[src/rtl/mem_port_pkg.sv]
// Shared definitions for the memory/I-O bus responder: word width, wait
// counter width, state codes and request-kind codes.
package mem_port_pkg;

    localparam int WORD_SIZE = 16;
    localparam int WAIT_W    = 4;

    typedef enum logic [1:0] {
        MP_IDLE   = 2'd0,
        MP_ACCESS = 2'd1,
        MP_DONE   = 2'd2
    } mp_state_t;

    typedef enum logic [1:0] {
        KIND_FETCH = 2'd0,
        KIND_LOAD  = 2'd1,
        KIND_STORE = 2'd2
    } req_kind_t;

    // Resolves simultaneous requests: fetch beats load beats store.
    function automatic req_kind_t pick_kind(input logic fetch, input logic load);
        req_kind_t kind;
        if (fetch) begin
            kind = KIND_FETCH;
        end else if (load) begin
            kind = KIND_LOAD;
        end else begin
            kind = KIND_STORE;
        end
        return kind;
    endfunction

endpackage

[src/rtl/mem_port_if.sv]
// Bundle of every bus signal around mem_port. The slave side is the
// responder itself; the master side is the rest of the system (sequencer,
// RAM and I/O devices) that drives requests and returns read data.
interface mem_port_if #(
    parameter int WORD_SIZE = mem_port_pkg::WORD_SIZE
);

    logic                 req_fetch;
    logic                 req_load;
    logic                 req_store;
    logic                 req_io;
    logic [WORD_SIZE-1:0] addr;
    logic [WORD_SIZE-1:0] wdata;
    logic [WORD_SIZE-1:0] rdata;
    logic                 done;
    logic                 busy;
    logic                 err;
    logic                 mem_en;
    logic                 mem_we;
    logic [WORD_SIZE-1:0] mem_addr;
    logic [WORD_SIZE-1:0] mem_wdata;
    logic [WORD_SIZE-1:0] mem_rdata;
    logic                 io_re;
    logic                 io_we;
    logic [WORD_SIZE-1:0] io_addr;
    logic [WORD_SIZE-1:0] io_wdata;
    logic [WORD_SIZE-1:0] io_rdata;

    modport master (
        output req_fetch, req_load, req_store, req_io, addr, wdata,
        output mem_rdata, io_rdata,
        input  rdata, done, busy, err,
        input  mem_en, mem_we, mem_addr, mem_wdata,
        input  io_re, io_we, io_addr, io_wdata
    );

    modport slave (
        input  req_fetch, req_load, req_store, req_io, addr, wdata,
        input  mem_rdata, io_rdata,
        output rdata, done, busy, err,
        output mem_en, mem_we, mem_addr, mem_wdata,
        output io_re, io_we, io_addr, io_wdata
    );

endinterface

[src/rtl/mem_port_wait_counter.sv]
// Four-bit wait-state down-counter: loaded when a request is accepted,
// decremented once per access cycle, and reporting when it reaches zero.
module wait_counter
    import mem_port_pkg::*;
(
    input  logic              clk,
    input  logic              reset,
    input  logic              load,
    input  logic [WAIT_W-1:0] load_value,
    input  logic              dec,
    output logic              zero
);

    logic [WAIT_W-1:0] count;

    // Load takes precedence over decrement; the count never wraps below zero.
    always_ff @(posedge clk) begin
        if (reset) begin
            count <= '0;
        end else if (load) begin
            count <= load_value;
        end else if (dec && (count != '0)) begin
            count <= count - 1'b1;
        end
    end

    assign zero = (count == '0);

endmodule

[src/rtl/mem_port.sv]
// Memory-phase bus responder. Accepts one fetch/load/store per instruction
// phase, drives the RAM or I/O strobes for 1+wait cycles, captures read
// data on the last access cycle and pulses done for one cycle afterwards.
module mem_port
    import mem_port_pkg::*;
#(
    parameter int WORD_SIZE = mem_port_pkg::WORD_SIZE,
    parameter int MEM_WAIT  = 0,
    parameter int IO_WAIT   = 1
) (
    input  logic       clk,
    input  logic       reset,
    mem_port_if.slave  bus
);

    localparam logic [WAIT_W-1:0] MEM_WAIT_V = WAIT_W'(MEM_WAIT);
    localparam logic [WAIT_W-1:0] IO_WAIT_V  = WAIT_W'(IO_WAIT);

    mp_state_t            state;
    mp_state_t            state_next;
    req_kind_t            kind_q;
    logic                 io_q;
    logic [WORD_SIZE-1:0] addr_q;
    logic [WORD_SIZE-1:0] wdata_q;
    logic [WORD_SIZE-1:0] rdata_q;

    logic                 any_req;
    logic                 multi_req;
    logic                 accept;
    logic                 req_is_io;
    logic [WAIT_W-1:0]    wait_value;
    logic                 wait_dec;
    logic                 wait_zero;

    assign any_req   = bus.req_fetch | bus.req_load | bus.req_store;
    assign multi_req = (bus.req_fetch & bus.req_load) |
                       (bus.req_fetch & bus.req_store) |
                       (bus.req_load  & bus.req_store);
    assign accept    = (state == MP_IDLE) && any_req;
    // Fetches always go to RAM, so the io qualifier only matters for load/store.
    assign req_is_io = bus.req_io & ~bus.req_fetch;
    assign wait_value = req_is_io ? IO_WAIT_V : MEM_WAIT_V;
    assign wait_dec  = (state == MP_ACCESS) && !wait_zero;

    wait_counter u_wait_counter (
        .clk        (clk),
        .reset      (reset),
        .load       (accept),
        .load_value (wait_value),
        .dec        (wait_dec),
        .zero       (wait_zero)
    );

    // State register.
    always_ff @(posedge clk) begin
        if (reset) begin
            state <= MP_IDLE;
        end else begin
            state <= state_next;
        end
    end

    // Next-state logic: one access per request, then a single DONE cycle.
    always_comb begin
        state_next = state;
        case (state)
            MP_IDLE:   if (any_req)   state_next = MP_ACCESS;
            MP_ACCESS: if (wait_zero) state_next = MP_DONE;
            MP_DONE:                  state_next = MP_IDLE;
            default:                  state_next = MP_IDLE;
        endcase
    end

    // Request latch: captured only on acceptance, so later requests cannot disturb it.
    always_ff @(posedge clk) begin
        if (reset) begin
            kind_q  <= KIND_FETCH;
            io_q    <= 1'b0;
            addr_q  <= '0;
            wdata_q <= '0;
        end else if (accept) begin
            kind_q  <= pick_kind(bus.req_fetch, bus.req_load);
            io_q    <= req_is_io;
            addr_q  <= bus.addr;
            wdata_q <= bus.wdata;
        end
    end

    // Read-data register: updated on the final access cycle of a fetch or load only.
    always_ff @(posedge clk) begin
        if (reset) begin
            rdata_q <= '0;
        end else if ((state == MP_ACCESS) && wait_zero && (kind_q != KIND_STORE)) begin
            rdata_q <= io_q ? bus.io_rdata : bus.mem_rdata;
        end
    end

    // Bus outputs: strobes and latched address/data only in ACCESS, everything forced low under reset.
    always_comb begin
        bus.mem_en    = 1'b0;
        bus.mem_we    = 1'b0;
        bus.mem_addr  = '0;
        bus.mem_wdata = '0;
        bus.io_re     = 1'b0;
        bus.io_we     = 1'b0;
        bus.io_addr   = '0;
        bus.io_wdata  = '0;
        if (!reset && (state == MP_ACCESS)) begin
            if (io_q) begin
                bus.io_re    = (kind_q == KIND_LOAD);
                bus.io_we    = (kind_q == KIND_STORE);
                bus.io_addr  = addr_q;
                bus.io_wdata = wdata_q;
            end else begin
                bus.mem_en    = 1'b1;
                bus.mem_we    = (kind_q == KIND_STORE);
                bus.mem_addr  = addr_q;
                bus.mem_wdata = wdata_q;
            end
        end
    end

    // Handshake outputs: busy holds the sequencer, err flags overlapping or out-of-turn requests.
    always_comb begin
        bus.done  = 1'b0;
        bus.busy  = 1'b0;
        bus.err   = 1'b0;
        bus.rdata = '0;
        if (!reset) begin
            bus.done  = (state == MP_DONE);
            bus.busy  = accept || (state == MP_ACCESS);
            bus.err   = (state == MP_IDLE) ? multi_req : any_req;
            bus.rdata = rdata_q;
        end
    end

endmodule
[src/flat_wrapper.sv]
// flat-port wrapper written by rule: the top's interface ports become plain ports
module mem_port_flat import mem_port_pkg::*;
#(
    parameter int WORD_SIZE = mem_port_pkg::WORD_SIZE,
    parameter int MEM_WAIT  = 0,
    parameter int IO_WAIT   = 1
)
  (clk, reset, bus_req_fetch, bus_req_load, bus_req_store, bus_req_io, bus_addr, bus_wdata, bus_mem_rdata, bus_io_rdata, bus_rdata, bus_done, bus_busy, bus_err, bus_mem_en, bus_mem_we, bus_mem_addr, bus_mem_wdata, bus_io_re, bus_io_we, bus_io_addr, bus_io_wdata);
  mem_port_if #(.WORD_SIZE(WORD_SIZE)) bus_i ();
  input  logic clk;
  input  logic reset;
  input wire logic [$bits(bus_i.req_fetch)-1:0] bus_req_fetch;
  input wire logic [$bits(bus_i.req_load)-1:0] bus_req_load;
  input wire logic [$bits(bus_i.req_store)-1:0] bus_req_store;
  input wire logic [$bits(bus_i.req_io)-1:0] bus_req_io;
  input wire logic [$bits(bus_i.addr)-1:0] bus_addr;
  input wire logic [$bits(bus_i.wdata)-1:0] bus_wdata;
  input wire logic [$bits(bus_i.mem_rdata)-1:0] bus_mem_rdata;
  input wire logic [$bits(bus_i.io_rdata)-1:0] bus_io_rdata;
  output wire logic [$bits(bus_i.rdata)-1:0] bus_rdata;
  output wire logic [$bits(bus_i.done)-1:0] bus_done;
  output wire logic [$bits(bus_i.busy)-1:0] bus_busy;
  output wire logic [$bits(bus_i.err)-1:0] bus_err;
  output wire logic [$bits(bus_i.mem_en)-1:0] bus_mem_en;
  output wire logic [$bits(bus_i.mem_we)-1:0] bus_mem_we;
  output wire logic [$bits(bus_i.mem_addr)-1:0] bus_mem_addr;
  output wire logic [$bits(bus_i.mem_wdata)-1:0] bus_mem_wdata;
  output wire logic [$bits(bus_i.io_re)-1:0] bus_io_re;
  output wire logic [$bits(bus_i.io_we)-1:0] bus_io_we;
  output wire logic [$bits(bus_i.io_addr)-1:0] bus_io_addr;
  output wire logic [$bits(bus_i.io_wdata)-1:0] bus_io_wdata;
  assign bus_i.req_fetch = bus_req_fetch;
  assign bus_i.req_load = bus_req_load;
  assign bus_i.req_store = bus_req_store;
  assign bus_i.req_io = bus_req_io;
  assign bus_i.addr = bus_addr;
  assign bus_i.wdata = bus_wdata;
  assign bus_i.mem_rdata = bus_mem_rdata;
  assign bus_i.io_rdata = bus_io_rdata;
  assign bus_rdata = bus_i.rdata;
  assign bus_done = bus_i.done;
  assign bus_busy = bus_i.busy;
  assign bus_err = bus_i.err;
  assign bus_mem_en = bus_i.mem_en;
  assign bus_mem_we = bus_i.mem_we;
  assign bus_mem_addr = bus_i.mem_addr;
  assign bus_mem_wdata = bus_i.mem_wdata;
  assign bus_io_re = bus_i.io_re;
  assign bus_io_we = bus_i.io_we;
  assign bus_io_addr = bus_i.io_addr;
  assign bus_io_wdata = bus_i.io_wdata;
  mem_port #(.WORD_SIZE(WORD_SIZE), .MEM_WAIT(MEM_WAIT), .IO_WAIT(IO_WAIT)) u_core (.clk(clk), .reset(reset), .bus(bus_i));
endmodule
[config.mk]
export PLATFORM = sky130hd
export DESIGN_NAME = mem_port_flat
export DESIGN_NICKNAME = d
export VERILOG_FILES = /design/src/rtl/mem_port_pkg.sv /design/src/rtl/mem_port_if.sv /design/src/rtl/mem_port_wait_counter.sv /design/src/rtl/mem_port.sv /design/src/flat_wrapper.sv
export SDC_FILE = /design/constraint.sdc
export NUM_CORES = 1
export LEC_CHECK = 0
export ABC_CLOCK_PERIOD_IN_PS = 5690
export CAP_MARGIN = 20
export CELL_PAD_IN_SITES_DETAIL_PLACEMENT = 1
export CELL_PAD_IN_SITES_GLOBAL_PLACEMENT = 1
export CORE_ASPECT_RATIO = 0.8
export CORE_MARGIN = 2
export CORE_UTILIZATION = 31
export DETAILED_ROUTE_END_ITERATION = 7
export GPL_TIMING_DRIVEN = 0
export PLACE_DENSITY_LB_ADDON = 0.1
export SLEW_MARGIN = 20
export SYNTH_ARGS = -nofsm -noshare
export SYNTH_HDL_FRONTEND = slang
export SYNTH_HIERARCHICAL = 1
export SYNTH_SLANG_ARGS = --single-unit
export TNS_END_PERCENT = 20
[constraint.sdc]
create_clock -name clk -period 5.69 [get_ports clk]
set_input_delay 1.138 -clock clk [delete_from_list [all_inputs] [get_ports clk]]
set_output_delay 1.138 -clock clk [all_outputs]
set_load 0.02 [all_outputs]
### Word level (Yosys, flattened, before mapping)

Cells that the tools add are included.

* register bits: 57
* input port bits: 70
* logic and storage cells: 68

* add/sub/neg operators: 1
* equal/unequal tests: 7
* multiplexer cells: 30
* bitwise logic cells: 9
* reductions and logical operators: 14

Operator list (number)
* two-way mux 16 bit: 10
* two-way mux 1 bit: 13
* two-way mux 2 bit: 4
* two-way mux 4 bit: 2
* logical AND 1 bit: 6
* bitwise AND 1 bit: 4
* == test 2 x 1 -> 1 bit, second input constant: 2
* == test 2 bit, second input constant: 2
* zero test 4 bit: 1
* inequality test 2 x 1 -> 1 bit, second input constant: 2
* bitwise OR 1 bit: 4
* case mux 2 bit (2 select lines): 1
* nonzero test 4 bit: 1
* subtractor 4 x 1 -> 4 bit, second input constant: 1
* zero test 1 bit: 2
* zero test 2 bit: 1
* inequality test 2 bit, second input constant: 1
* AND reduction 2 bit: 1
* nonzero test 2 bit: 1
* logical OR 1 bit: 1
* NOT 1 bit: 1

### Logic depth before layout (Yosys ltp)

* depth in word-level cells: 6
* depth in mapped cells: 8
* depth with buffers taken out: 8

### Cells and area by module

The synthesis kept the hierarchy.

Modules (own cells, without submodules)
* mem_port: instances 1, cells each 344, area each 2871.5 um^2
* wait_counter: instances 1, cells each 29, area each 262.8 um^2

### Worst setup path before layout

Ideal clock, no wire load.

* path kind: input port to output port
* from: input port reset
* to: output port bus_done
* data arrival time: 2.149 ns
* required time: 4.552 ns
* path slack: 2.403 ns
* stages: 4
* buffers on the path: 3
* cell sequence: buf_4 > buf_2 > buf_2 > nor3b_1

* cells in the longest elaborated chain, start to end: 1

Ends and longest elaborated chain
* start: declaration: RTL line flat_wrapper.sv:11 `input logic reset;`
* two-way mux 1 bit: RTL line mem_port.sv:129 `if (!reset) begin`
* end: declaration: RTL line flat_wrapper.sv:21 `output wire logic [$bits(bus_i.done)-1:0] bus_done;`

No other way between the ends.

### Worst setup path in the final report

* from: input port reset
* to: output port bus_io_addr[4]

* cells in the longest elaborated chain, start to end: 3

Ends and longest elaborated chain
* zero test 1 bit: RTL line mem_port.sv:108 `if (!reset && (state == MP_ACCESS)) begin`
* logical AND 1 bit: RTL line mem_port.sv:108
* two-way mux 16 bit: RTL line mem_port.sv:108
* end: declaration: RTL line flat_wrapper.sv:30 `output wire logic [$bits(bus_i.io_addr)-1:0] bus_io_addr;`

No other way between the ends.

==> results.md <==
* # DRC at 0
* Clock slew at reported path FFs at 0.05 ns
* Filler cells at 1154
* Post-synthesis sequential element count at 57
* Ys async rst share at 0%
* Core Area at 9730 um2
* CP required at 4.55 ns
* Post-DRT Antenna Nets at 0
* Final hold violations at 0
* Wirelength per Cell at 15.6 um
* Layout area overhead at 66.0%
* Startpoint Class: primary input
* Sink Count at 57
* Post-synth EDFFs at 0
* Worst setup path class: primary input to primary output
* Vias in the first global route at 3402
* H-tree depth at 3
* CTS root buffer: clkbuf_16
* I/O pins at 157
* CP arrival at 3.47 ns
* Global-route track usage on met2 at 34.2%
* Initial antenna violation count at 0
* Post-Synthesis Cells at 373
* Met1 global-route usage at 23.2%
* CTS Hold Bufs at 0
* Lkg Pwr at 1.99 nW
* Setup Skew at 0.00421 ns
* Primary FF master, synth: dfxtp_1
* FF-to-FF Start: u_core/u_wait_counter/count[0]$_SDFFE_PP0P_
* Mean Syn Cell Area at 8.40 um2
* Layout cell share with drive strength beyond 1 at 11.0%
* I/O Buffers at 156
* Maximum clock rate at 217 MHz
* Fin crit period at 4.61 ns
* Ant. Diodes at 0
* Max-slew violation count at 0
* Post-DP HPWL at 8010 um
* Post-CTS Setup Repair Bufs at 0
* Initial Util at 32.2%
* CTS Buffer Depth at 2
* Slew HR at 58.9%
* First-pass DRT Iterations at 4
* Unrepaired setup endpoints after global routing: false
* Initial drt markers at 72
* Maximum capacitance violations at 0
* Syn Std Cell Area at 3130 um2
* Most crowded layer after global routing: met2
* Post-CTS sizing at 0
* PD cells at 270 nW/um2
* Die W at 116 um
* HP Class: register to register
* Avg Vias per Cell at 4.80
* Synth warn at 6
* Total track usage at 19.7%
* VDD IR max at 147 uV
* Setup TNS at 0 ns
* Total CTS buffers at 9
* Grt ovf at 0
* Setup violators final at 0
* Routed vias at 3275
* Worst-Skew Late Latency at 0.32 ns
* CP Launch Point: reset
* Hold path start: u_core/wdata_q[7]$_SDFFE_PP0P_
* Worst Setup End Kind: primary output
* M3 GR Usage at 6.71%
* Worst-path fanout max at 10
* CTS tree: built
* Worst slew pin tran at 0.614 ns
* Cell variety after synth at 43
* Post-synthesis sequential area ratio at 36.4%
* WL final at 10600 um
* Die Footprint at 10900 um2
* Largest net degree at the start of global routing at 11
* Outcome: complete, no violations
* Die height at 93.9 um
* Net count, final at 613
* Period utilisation layout at 81.0%
* Pwr Total at 1.41 mW
* GP Congestion at 0.741
* # rows at 32
* First-pass GRT wire length at 16800 um
## Yosys cell counts (2+ instances only)
cell      instances  area [um2]
nand2_1           4        15.0
mux2i_1          17         170
o21ai_1           2        10.0
nor3_1            3        15.0
and2_1           64         400
nor2_1           26        97.6
a21oi_1          37         185
mux2_4            8         120
and3_1            2        12.5
mux2_2            6        67.6
buf_4             4        30.0
clkbuf_1          7        26.3
dfxtp_1          57        1140
nor3b_1           2        15.0
o21ai_0          32         160
buf_2            14        70.1
a311oi_1          2        17.5
nor2b_1          17         106
nand3b_1          2        15.0
mux2_1            2        22.5
nand3_1          34         170
clkbuf_2          5        25.0
inv_1             6        22.5
## path summary, 6_finish.rpt
| path | end | depth (start not counted) | slack (ns) |
|---|---|---|---|
| setup / recovery | bus_io_addr[4] | 6 | 1.08 |
| hold / removal | u_core/wdata_q[7]$_SDFFE_PP0P_ | 2 | 0.49 |
| setup reg to reg | u_core/u_wait_counter/count[3]$_SDFFE_PP0P_ | 8 | 3.35 |
| hold reg to reg | u_core/wdata_q[7]$_SDFFE_PP0P_ | 2 | 0.49 |
## registers in the layout (all words and copies together) (netlist names)
register / count
u_core/rdata_q: 16
u_core/wdata_q: 16
u_core/state: 2
u_core/io_q: 1
u_core/u_wait_counter/count: 4
u_core/kind_q: 2
u_core/addr_q: 16
## per-layer routing
layer | wire length, um | vias to the layer above
met5 | 0 | -
met4 | 116 | 0
met3 | 785 | 10
met2 | 5080 | 111
met1 | 4630 | 1547
li1 | - | 1607
## cell families (layout without fill, tap and decap cells)
kind of cell,after synthesis,count (layout),share of synthesized area [%]
AOI/OAI and AO/OA,80,80,14.7
adders and majority gates,1,1,0.399
buffers and inverters,37,208,5.91
DFF,57,57,36.4
muxes,33,33,12.1
other,1,3,0.120
and+or+nand+nor,164,164,30.4
## through the flow
| stage | hold slack, ns | utilization (%) | std cells | worst slack [ns] | instance area, um2 |
|---|---|---|---|---|---|
| global route | 0.511 | 53.5 | 682 | 0.954 | 5200 |
| global placement | 0.467 | 50.1 | 667 | 1.04 | 4870 |
| finish | 0.487 | 53.5 | 682 | 1.08 | 5200 |
| CTS | 0.485 | 53.5 | 682 | 1.07 | 5200 |
| floorplan | 0.454 | - | 375 | 2.40 | 3140 |
| detailed placement | 0.476 | 50.1 | 667 | 1.07 | 4870 |
## area by class of cell
| cell class | instances | area (um2) | area share (%) |
|---|---|---|---|
| buffer | 31 | 163 | 3.13 |
| clock inverter | 2 | 60.1 | 1.15 |
| sequential | 57 | 1140 | 21.9 |
| timing repair buffer | 156 | 1560 | 30.0 |
| tap | 136 | 170 | 3.27 |
| clock buffer | 13 | 270 | 5.19 |
| inverter | 6 | 22.5 | 0.433 |
| multi-input combinational | 281 | 1820 | 34.9 |
## layout by cell type (no fill, tap or decap), types with 2 or more instances in the layout
| cell type | n |
|---|---|
| a311oi_1 | 2 |
| nand2_1 | 4 |
| a21oi_1 | 37 |
| mux2i_1 | 17 |
| nand3b_1 | 2 |
| mux2_2 | 6 |
| nor2_1 | 26 |
| conb_1 | 3 |
| clkdlybuf4s50_1 | 156 |
| nor3b_1 | 2 |
| and3_1 | 2 |
| buf_4 | 4 |
| clkbuf_8 | 3 |
| and2_1 | 64 |
| mux2_1 | 2 |
| clkbuf_2 | 5 |
| o21ai_0 | 32 |
| buf_2 | 14 |
| bufinv_16 | 2 |
| clkbuf_1 | 8 |
| nor3_1 | 3 |
| nand3_1 | 34 |
| o21ai_1 | 2 |
| dfxtp_1 | 57 |
| nor2b_1 | 17 |
| mux2_4 | 8 |
| inv_1 | 6 |
| clkbuf_16 | 9 |
## where the power goes
part | leakage [nW] | internal (mW) | switching, mW
clock | 0.162 | 0.416 | 0.177
combinational | 1.36 | 0.162 | 0.180
sequential | 0.468 | 0.445 | 0.0259
total | 1.99 | 1.02 | 0.383
## critical path: stages
cell and delay [ns]:
clkdlybuf4s50_1 0.62, buf_4 0.29, nor3b_4 0.37, clkbuf_2 0.28
and2_1 0.15, clkdlybuf4s50_1 0.63
(Power assumes the default switching activity.)
